==> src/rtl/moving_average_pkg.sv <==
// Shared types and address helpers for the multi-channel ADC boxcar averager.
package moving_average_pkg;

  typedef enum logic [1:0] {
    IDLE,
    CAPTURE,
    WRITE
  } state_t;

  function automatic int ch_width(input int channels);
    return (channels > 1) ? $clog2(channels) : 1;
  endfunction

  function automatic int idx_width(input int addr_w, input int channels);
    return addr_w - 1 - ch_width(channels);
  endfunction

  // Capture-memory address layout, MSB first: {bank, channel, index}.
  function automatic logic [31:0] pack_addr(input logic bank, input logic [31:0] ch,
                                            input logic [31:0] idx, input int ch_w,
                                            input int idx_w);
    return (32'(bank) << (ch_w + idx_w)) | (ch << idx_w) | idx;
  endfunction

endpackage

==> src/rtl/moving_average_multi_if.sv <==
// Switch-side write port of the ping-pong capture memory.
interface moving_average_multi_if #(
  parameter int DATA_W = 8,
  parameter int ADDR_W = 12
);
  logic              WCLK_SW;
  logic              WENA_SW;
  logic [ADDR_W-1:0] WADDR_SW;
  logic [DATA_W-1:0] DATA_SW;
  logic [1:0]        BUFREADY;

  modport master (output WCLK_SW, WENA_SW, WADDR_SW, DATA_SW, BUFREADY);
  modport slave  (input  WCLK_SW, WENA_SW, WADDR_SW, DATA_SW, BUFREADY);
endinterface

==> src/rtl/ma_channel.sv <==
// One channel of the boxcar averager: sample history, running sum, floor average.
module ma_channel #(
  parameter int DATA_W   = 8,
  parameter int WIN_LOG2 = 3
) (
  input  logic              CLK,
  input  logic              RST_N,
  input  logic              load,
  input  logic [DATA_W-1:0] sample,
  output logic [DATA_W-1:0] avg
);
  localparam int DEPTH = 1 << WIN_LOG2;
  localparam int SUM_W = DATA_W + WIN_LOG2;

  logic [DATA_W-1:0] hist [DEPTH];
  logic [SUM_W-1:0]  sum;

  // NOTE: the history is reset on purpose; the post-reset ramp is defined
  // behaviour and depends on every slot starting at zero.
  always_ff @(posedge CLK or negedge RST_N) begin
    if (!RST_N) begin
      sum <= '0;
      for (int i = 0; i < DEPTH; i++) hist[i] <= '0;
    end else if (load) begin
      sum     <= sum - SUM_W'(hist[DEPTH-1]) + SUM_W'(sample);
      hist[0] <= sample;
      for (int i = 1; i < DEPTH; i++) hist[i] <= hist[i-1];
    end
  end

  assign avg = sum[SUM_W-1:WIN_LOG2];

endmodule

==> src/rtl/moving_average_multi.sv <==
// ADC clock divider, capture/write sequencer and ping-pong address/flag logic.
module moving_average_multi
  import moving_average_pkg::*;
#(
  parameter int CHANNELS = 2,
  parameter int DATA_W   = 8,
  parameter int WIN_LOG2 = 3,
  parameter int ADDR_W   = 12,
  parameter int DIV_HALF = 4
) (
  input  logic                       CLK,
  input  logic                       RST_N,
  input  logic                       ENA,
  input  logic                       MODE,
  input  logic [CHANNELS*DATA_W-1:0] INPUT_ADC,
  output logic [CHANNELS-1:0]        CLK_ADC,
  moving_average_multi_if.master     sw
);
  localparam int CH_W  = ch_width(CHANNELS);
  localparam int IDX_W = idx_width(ADDR_W, CHANNELS);
  localparam int DIV_W = (DIV_HALF > 1) ? $clog2(DIV_HALF) : 1;

  // The whole write burst must fit in one sample period.
  if (DIV_HALF < 1 || 2 * DIV_HALF < CHANNELS + 2 || IDX_W < 1) begin : g_param_check
    $error("moving_average_multi: DIV_HALF too small for CHANNELS, or ADDR_W too narrow");
  end

  logic [DIV_W-1:0]  div_cnt;
  logic              clk_adc;
  logic              div_end, strobe;
  state_t            state, state_nx;
  logic              capture, write;
  logic [CH_W-1:0]   ch_cnt;
  logic [IDX_W-1:0]  idx;
  logic              bank;
  logic [1:0]        bufready;
  logic              mode_q;
  logic              last_ch, first_write, last_write;
  logic [DATA_W-1:0] sample_w [CHANNELS];
  logic [DATA_W-1:0] raw_q    [CHANNELS];
  logic [DATA_W-1:0] avg_w    [CHANNELS];

  assign div_end = (div_cnt == DIV_W'(DIV_HALF - 1));
  assign strobe  = div_end & clk_adc;

  // NOTE: sequential state uses non-blocking assignments so every register
  // samples pre-edge values regardless of block ordering.
  always_ff @(posedge CLK or negedge RST_N) begin
    if (!RST_N) begin
      div_cnt <= '0;
      clk_adc <= 1'b0;
    end else if (div_end) begin
      div_cnt <= '0;
      clk_adc <= ~clk_adc;
    end else begin
      div_cnt <= div_cnt + DIV_W'(1);
    end
  end

  assign CLK_ADC = {CHANNELS{clk_adc}};

  always_ff @(posedge CLK or negedge RST_N) begin
    if (!RST_N) state <= IDLE;
    else        state <= state_nx;
  end

  assign last_ch = (ch_cnt == CH_W'(CHANNELS - 1));

  // NOTE: every output of this block gets a default first so no latch is inferred.
  always_comb begin
    state_nx = state;
    capture  = 1'b0;
    write    = 1'b0;
    case (state)
      IDLE:    if (strobe && ENA) state_nx = CAPTURE;
      CAPTURE: begin
        capture  = 1'b1;
        state_nx = WRITE;
      end
      WRITE: begin
        write = 1'b1;
        if (last_ch) state_nx = IDLE;
      end
      default: state_nx = IDLE;
    endcase
  end

  assign first_write = (ch_cnt == '0) && (idx == '0);
  assign last_write  = last_ch && (idx == '1);

  always_ff @(posedge CLK or negedge RST_N) begin
    if (!RST_N) begin
      mode_q   <= 1'b0;
      ch_cnt   <= '0;
      idx      <= '0;
      bank     <= 1'b0;
      bufready <= 2'b00;
    end else begin
      if (capture) begin
        mode_q <= MODE;
        ch_cnt <= '0;
      end
      if (write) begin
        if (first_write) bufready[bank] <= 1'b0;
        if (last_write)  bufready[bank] <= 1'b1;
        if (last_ch) begin
          ch_cnt <= '0;
          idx    <= idx + IDX_W'(1);
          if (idx == '1) bank <= ~bank;
        end else begin
          ch_cnt <= ch_cnt + CH_W'(1);
        end
      end
    end
  end

  for (genvar k = 0; k < CHANNELS; k++) begin : g_ch
    assign sample_w[k] = INPUT_ADC[k*DATA_W +: DATA_W];

    ma_channel #(
      .DATA_W  (DATA_W),
      .WIN_LOG2(WIN_LOG2)
    ) u_ch (
      .CLK   (CLK),
      .RST_N (RST_N),
      .load  (capture),
      .sample(sample_w[k]),
      .avg   (avg_w[k])
    );
  end

  always_ff @(posedge CLK or negedge RST_N) begin
    if (!RST_N) begin
      for (int k = 0; k < CHANNELS; k++) raw_q[k] <= '0;
    end else if (capture) begin
      for (int k = 0; k < CHANNELS; k++) raw_q[k] <= sample_w[k];
    end
  end

  assign sw.WCLK_SW  = CLK;
  assign sw.WENA_SW  = write;
  assign sw.WADDR_SW = ADDR_W'(pack_addr(bank, 32'(ch_cnt), 32'(idx), CH_W, IDX_W));
  assign sw.DATA_SW  = !write ? '0 : (mode_q ? raw_q[ch_cnt] : avg_w[ch_cnt]);
  assign sw.BUFREADY = bufready;

endmodule

==> src/flat_wrapper.sv <==
// flat-port wrapper written by rule: the top's interface ports become plain ports
module moving_average_multi_flat import moving_average_pkg::*;
#(
  parameter int CHANNELS = 2,
  parameter int DATA_W   = 8,
  parameter int WIN_LOG2 = 3,
  parameter int ADDR_W   = 12,
  parameter int DIV_HALF = 4
)
  (CLK, RST_N, ENA, MODE, INPUT_ADC, CLK_ADC, sw_WCLK_SW, sw_WENA_SW, sw_WADDR_SW, sw_DATA_SW, sw_BUFREADY);
  moving_average_multi_if #(.DATA_W(DATA_W), .ADDR_W(ADDR_W)) sw_i ();
  input  logic CLK;
  input  logic RST_N;
  input  logic ENA;
  input  logic MODE;
  input  logic [CHANNELS*DATA_W-1:0] INPUT_ADC;
  output logic [CHANNELS-1:0] CLK_ADC;
  output wire logic [$bits(sw_i.WCLK_SW)-1:0] sw_WCLK_SW;
  output wire logic [$bits(sw_i.WENA_SW)-1:0] sw_WENA_SW;
  output wire logic [$bits(sw_i.WADDR_SW)-1:0] sw_WADDR_SW;
  output wire logic [$bits(sw_i.DATA_SW)-1:0] sw_DATA_SW;
  output wire logic [$bits(sw_i.BUFREADY)-1:0] sw_BUFREADY;
  assign sw_WCLK_SW = sw_i.WCLK_SW;
  assign sw_WENA_SW = sw_i.WENA_SW;
  assign sw_WADDR_SW = sw_i.WADDR_SW;
  assign sw_DATA_SW = sw_i.DATA_SW;
  assign sw_BUFREADY = sw_i.BUFREADY;
  moving_average_multi #(.CHANNELS(CHANNELS), .DATA_W(DATA_W), .WIN_LOG2(WIN_LOG2), .ADDR_W(ADDR_W), .DIV_HALF(DIV_HALF)) u_core (.CLK(CLK), .RST_N(RST_N), .ENA(ENA), .MODE(MODE), .INPUT_ADC(INPUT_ADC), .CLK_ADC(CLK_ADC), .sw(sw_i));
endmodule
==> config.mk <==
export PLATFORM = sky130hd
export DESIGN_NAME = moving_average_multi_flat
export DESIGN_NICKNAME = d
export VERILOG_FILES = /design/src/rtl/moving_average_pkg.sv /design/src/rtl/moving_average_multi_if.sv /design/src/rtl/ma_channel.sv /design/src/rtl/moving_average_multi.sv /design/src/flat_wrapper.sv
export SDC_FILE = /design/constraint.sdc
export NUM_CORES = 1
export LEC_CHECK = 0
export CORE_MARGIN = 2
export CORE_UTILIZATION = 60
export CTS_CLUSTER_SIZE = 20
export DETAILED_ROUTE_END_ITERATION = 6
export HOLD_SLACK_MARGIN = 0.05
export PLACE_DENSITY_LB_ADDON = 0.15
export SLEW_MARGIN = 20
export SYNTH_ARGS = -nofsm -noshare
export SYNTH_HDL_FRONTEND = slang
export SYNTH_SLANG_ARGS = --single-unit
==> constraint.sdc <==
create_clock -name CLK -period 5 [get_ports CLK]
set_clock_uncertainty 0.05 [all_clocks]
set_input_delay 1.5 -clock CLK [delete_from_list [all_inputs] [get_ports CLK]]
set_output_delay 1.5 -clock CLK [all_outputs]
set_load 0.005 [all_outputs]
==> flow_metrics.tcl, run 1 <==
set metrics [dict create \
    outcome "complete, no violations" \
    start_kind "clock port" \
    place_congestion 0.874 \
    holdBufCountCts 0 \
    syn_nets 715 \
    pin_count 46 \
    fin_setup_tns_ps 0 \
    worstPathCellList "clkbuf_16, clkbuf_16, clkdlybuf4s50_1" \
    netlist_area_mm2 0.00830 \
    worstMarginPinSlew_ps 959 \
    highest_layer "met4" \
    cts_resized 0 \
    synth.distinct_cells 53 \
    cp_data_required_time_ps 3450 \
    drt_iter0_drc 249 \
    post_cts_buffers 0 \
    seqCellArea_mm2 0.00425 \
    via_per_inst 5.62 \
    rows 42 \
    syn_inst 649 \
    ir_drop_mv 0.464 \
    ys.flop_type "dfrtp_1" \
    arrival_ps 3190 \
    wl_met2_um 7390 \
    design_area_mm2 0.00958 \
    dpl-instance-area_mm2 0.00887 \
    grt_use_total_pct 21.8 \
    power.density_mw_per_mm2 789 \
    cts.clk_slew.worst_paths_ps 60 \
    hpwl_um 10200 \
    ys_warn_count 0 \
    worst_path_most_repeated_cell "clkbuf_16" \
    wire_per_inst_um 16.4 \
    p_total_w 0.00756 \
    ant_nets 0 \
    wl_met1_um 6250 \
    grt_overflow 0 \
    setup_violations 0 \
    clk_latency_ps 550 \
    io_buffers 45 \
    multiInputGateArea_mm2 0.00362 \
    die_x_um 122 \
    drc_errors 0 \
    fin_util_pct 71.5 \
    diodes 0 \
    ys_ff_latch 170 \
    grt_setup_unrepaired "no" \
    grt_max_degree 106 \
    total_leakage_power_nw 4.34 \
    whs_ps 405 \
    grt_pass1_vias 5129 \
    ys_seq_area_share_pct 51.3 \
    routed_wl_um 14500 \
    critPathMaxStageDelay_ps 440 \
    final_nets 761 \
    cp_slowest_cell "clkdlybuf4s50_1" \
    post_synth.cell_area_avg_um2 12.8 \
    path_class "clk -> out" \
    start_util_pct 61.9 \
    drv_slew 0 \
    drv_cap 0 \
    grt_pass1_wl_um 24700 \
    dieArea_mm2 0.0148 \
    core_mm2 0.0134 \
    relSlewSlack_pct 36.1 \
    antenna_found_initial 0 \
    cp-end-kind "primary output" \
    dr_wl_met3_um 589 \
    cp_max_fo 2 \
    cts_tree "yes" \
    dr.pass1.iters 4 \
    synth_edf_count 0 \
    die_y_um 122 \
    hold_violations 0 \
    via_count 4969 \
    fillers 946 \
    ys_async_sr_fraction_pct 100 \
    area_growth_pct 15.4 \
    hp-class "reg -> reg" \
    drive_above_1_share_pct 27.8 \
]
[metal layers]
metal,up-vias,global-route usage [%]
met5,-,0
met4,0,8.62
met1,2513,27.7
met3,22,6.09
li1,2338,-
met2,96,35.7
[kinds of logic after synthesis]
kind of cell / share of synthesized area, %
AOI/OAI and AO/OA: 6.24
buffers and inverters: 5.31
muxes: 20.6
and+or+nand+nor: 6.87
adders and majority gates: 8.38
xor gates and xnor gates: 1.37
DFF: 51.3
[cells in the mapped netlist (3+ instances only)]
cell type / instances / area [µm²]
o21ai_0: 9 / 45.0
clkbuf_1: 3 / 11.3
mux4_2: 7 / 158
nor2b_1: 3 / 18.8
and4_1: 5 / 43.8
dfrtp_1: 170 / 4250
a211oi_1: 4 / 30.0
nand2_1: 25 / 93.8
nor2_1: 17 / 63.8
nor3_1: 7 / 35.0
xnor2_1: 7 / 61.3
o211ai_1: 3 / 22.5
or3_1: 4 / 25.0
fa_1: 16 / 320
a21o_1: 6 / 45.0
mux2_2: 130 / 1460
xor2_1: 6 / 52.6
and2_1: 8 / 50.1
buf_4: 5 / 37.5
mux2i_1: 3 / 30.0
inv_1: 73 / 274
or2b_1: 4 / 30.0
nand4_1: 6 / 37.5
o21a_1: 10 / 75.1
o22ai_1: 4 / 25.0
nand3_1: 9 / 45.0
buf_6: 3 / 33.8
buf_2: 16 / 80.1
nand2b_1: 4 / 25.0
a21oi_1: 12 / 60.1
nand3_2: 3 / 30.0
ha_1: 30 / 375
a31oi_1: 4 / 25.0
[worst max-delay path: cells and delay by family]
kind	cells	cell delay [ps]
buf+inv	3	690
[path summary, 6_finish.rpt]
path                                               endpoint                        start  slack (ps)  cells after the start
worst max-delay path                             sw_WCLK_SW                          CLK         260                      3
worst min-delay path                      u_core.div_cnt[0]            u_core.div_cnt[0]         410                      1
worst max register to register   u_core.g_ch[1].u_ch.sum[8]  u_core.g_ch[1].u_ch.hist[1]        2380                      7
worst min register to register            u_core.div_cnt[0]            u_core.div_cnt[0]         410                      1
max in group asynchronous       u_core.g_ch[0].u_ch.hist[0]                        RST_N        2980                      2
min in group asynchronous                 u_core.div_cnt[0]                        RST_N        1020                      1
[area by class of cell]
type / instances / area share [%]
flip-flops and latches: 170 / 44.4
clock inverters: 15 / 2.21
clock buffers: 21 / 5.33
well taps: 176 / 2.30
repair buffers: 50 / 5.08
multi-input cells: 378 / 37.8
inverters: 74 / 2.90
[placed cells by master, fill, tap and decap left out, types with 5 or more instances in the layout]
| master | n |
|---|---|
| ha_1 | 29 |
| inv_1 | 73 |
| and2_1 | 8 |
| nand2_1 | 25 |
| nor2_1 | 17 |
| buf_4 | 6 |
| and4_1 | 5 |
| nor3_1 | 7 |
| a21oi_1 | 12 |
| clkdlybuf4s50_1 | 44 |
| mux2_2 | 130 |
| xor2_1 | 6 |
| dfrtp_1 | 170 |
| nand4_1 | 6 |
| nand3_1 | 9 |
| o21ai_0 | 9 |
| clkbuf_16 | 20 |
| a21o_1 | 6 |
| fa_1 | 16 |
| xnor2_1 | 7 |
| o21a_1 | 10 |
| mux4_2 | 7 |
[state kept, by name, indices dropped and copies added, names as in the netlist, named ones only]
name	count
u_core.g_ch.u_ch.hist	112
u_core.div_cnt	2
u_core.ch_cnt	1
u_core.idx	10
u_core.raw_q	16
u_core.bank	1
u_core.state	2
u_core.mode_q	1
u_core.g_ch.u_ch.sum	22
u_core.clk_adc	1
[power by group]
part           switching (W)  internal [W]  total [W]
registers           0.000436       0.00205    0.00249
clock network       0.000579      0.000962    0.00154
logic                0.00172       0.00181    0.00353
total                0.00273       0.00482    0.00756
[stage by stage]
stage / setup WS (ps) / cells
after floorplan: 839 / 649
after global placement: 536 / 849
after detailed placement: 536 / 849
after CTS: 248 / 884
after global routing: 247 / 884
final: 261 / 884
(Power assumes the default switching activity.)
==> run 2, diff against run 1 <==
CAP_MARGIN = 20   (was not set)
SKIP_LAST_GASP = 1   (was not set)
==> results of run 2 <==
Same layout as run 1: the final DEF is identical, and so are final timing and power.
==> run 3, diff against run 2 <==
MAX_ROUTING_LAYER = met4   (was not set)
==> run 3 against run 2 <==
  * Routed wire length is essentially flat
  * Final cell count is the same
  * First-iteration DRC count grew 13%
  * Combinational power is essentially flat
  * Core utilization unchanged
  * Global-route usage rose by 0.63 points
  * Critical endpoint unchanged
  * Highest routed layer unchanged
==> flow_metrics.tcl, run 3 (same netlist as run 1, synthesis figures left out) <==
set metrics [dict create \
    antenna_found_initial 0 \
    setup_violations 0 \
    io_buffers 45 \
    start_kind "clock port" \
    die_x_um 122 \
    final_cells 884 \
    r2r_slack_ps 2390 \
    min_to "u_core.div_cnt[0]" \
    place_congestion 0.888 \
    pin_count 46 \
    top_usage_layer "met2" \
    clk_latency_ps 540 \
    ir_drop_mv 0.466 \
    top_regs "u_core.g_ch.u_ch.hist x112, u_core.g_ch.u_ch.sum x22, u_core.raw_q x16" \
    hpwl_um 10200 \
    dp_cells 849 \
    via_count 4963 \
    final_common_cell "dfrtp_1" \
    grtUsageMet3_pct 5.71 \
    relSlewSlack_pct 36.9 \
    fin_setup_tns_ps 0 \
    fillers 946 \
    total_leakage_power_nw 4.34 \
    worstMarginPinSlew_ps 947 \
    most-common-layout-cells "170 x dfrtp_1, 130 x mux2_2, 73 x inv_1, 44 x clkdlybuf4s50_1, 29 x ha_1" \
    wire_per_inst_um 16.4 \
    area_growth_pct 15.4 \
    rows 42 \
    ant_nets 0 \
    fin_util_pct 71.5 \
    cp-end-kind "primary output" \
    grt_overflow 0 \
    cts.clk_slew.worst_paths_ps 60 \
    holdBufCountCts 0 \
    use_met1_pct 27.8 \
    core_mm2 0.0134 \
    dieArea_mm2 0.0148 \
    rr_worst_depth 7 \
    hold_violations 0 \
    start_util_pct 61.9 \
    cp_data_required_time_ps 3450 \
    grt_use_total_pct 22.4 \
    drt_iter0_drc 281 \
    hp-class "reg -> reg" \
    grt_pass1_vias 5132 \
    drv_cap 0 \
    arrival_ps 3190 \
    largest-register "u_core.g_ch.u_ch.hist" \
    drc_errors 0 \
    cts_resized 0 \
    grt_use_met2_pct 35.7 \
    grt_max_degree 106 \
    path_class "clk -> out" \
    dr.pass1.iters 5 \
    whs_ps 404 \
    post_cts_buffers 0 \
    die_y_um 122 \
    final_nets 761 \
    outcome "complete, no violations" \
    drive_above_1_share_pct 27.8 \
    grt_setup_unrepaired "no" \
    routed_wl_um 14500 \
    cp_max_fo 2 \
    rr_startpoint "u_core.g_ch[1].u_ch.hist[1]" \
    hold_path_depth 1 \
    min-delay-start "u_core.div_cnt[0]" \
    cts_tree "yes" \
    largest_reg_flops 112 \
    via_per_inst 5.61 \
    r2r_end "u_core.g_ch[1].u_ch.sum[8]" \
    diodes 0 \
    drv_slew 0 \
    power.density_mw_per_mm2 789 \
    grt_pass1_wl_um 24600 \
]
[run 3: cell counts in the layout (fill, tap and decap cells not counted)]
No cell type changed its count.
[run 3: area by class of cell]
| type | count | area [µm²] | share of cell area [%] |
|---|---|---|---|
| timing repair buffer | 50 | 487 | 5.08 |
| multi-input combinational | 378 | 3620 | 37.8 |
| clock inverter | 15 | 211 | 2.21 |
| inverter | 74 | 278 | 2.90 |
| clock buffer | 21 | 510 | 5.33 |
| tap | 176 | 220 | 2.30 |
| sequential | 170 | 4250 | 44.4 |
[run 3: worst max path at each step]
stage / start / endpoint / cells past startpoint
floorplan: CLK / sw_WCLK_SW / 1
global placement: CLK / sw_WCLK_SW / 1
detailed placement: CLK / sw_WCLK_SW / 1
CTS: CLK / sw_WCLK_SW / 3
global route: CLK / sw_WCLK_SW / 3
finish: CLK / sw_WCLK_SW / 3
[run 3: per-stage QoR]
stage                     total power (W)  cell area [µm²]  setup slack (ps)
after floorplan                   0.00525             8300               839
after global placement            0.00582             8870               536
after detailed placement          0.00604             8870               536
after CTS                         0.00761             9580               248
after global routing              0.00814             9580               247
final                             0.00755             9580               262
[run 3: where the power goes]
part / switching, W / leakage, nW / internal [W]
combinational: 0.00171 / 1.92 / 0.00181
sequential: 0.000436 / 2.06 / 0.00205
clock: 0.000580 / 0.355 / 0.000962
total: 0.00273 / 4.34 / 0.00482
[run 3: per-layer routing]
metal  part of all wire [%]  routed length, µm
met4                    2.1                299
met1                     44               6370
met2                     51               7340
met3                    3.6                521
met5                      0                  0
[run 3: critical path: stages]
cell and delay [ps]:
clkbuf_16 120, clkbuf_16 130, clkdlybuf4s50_1 440
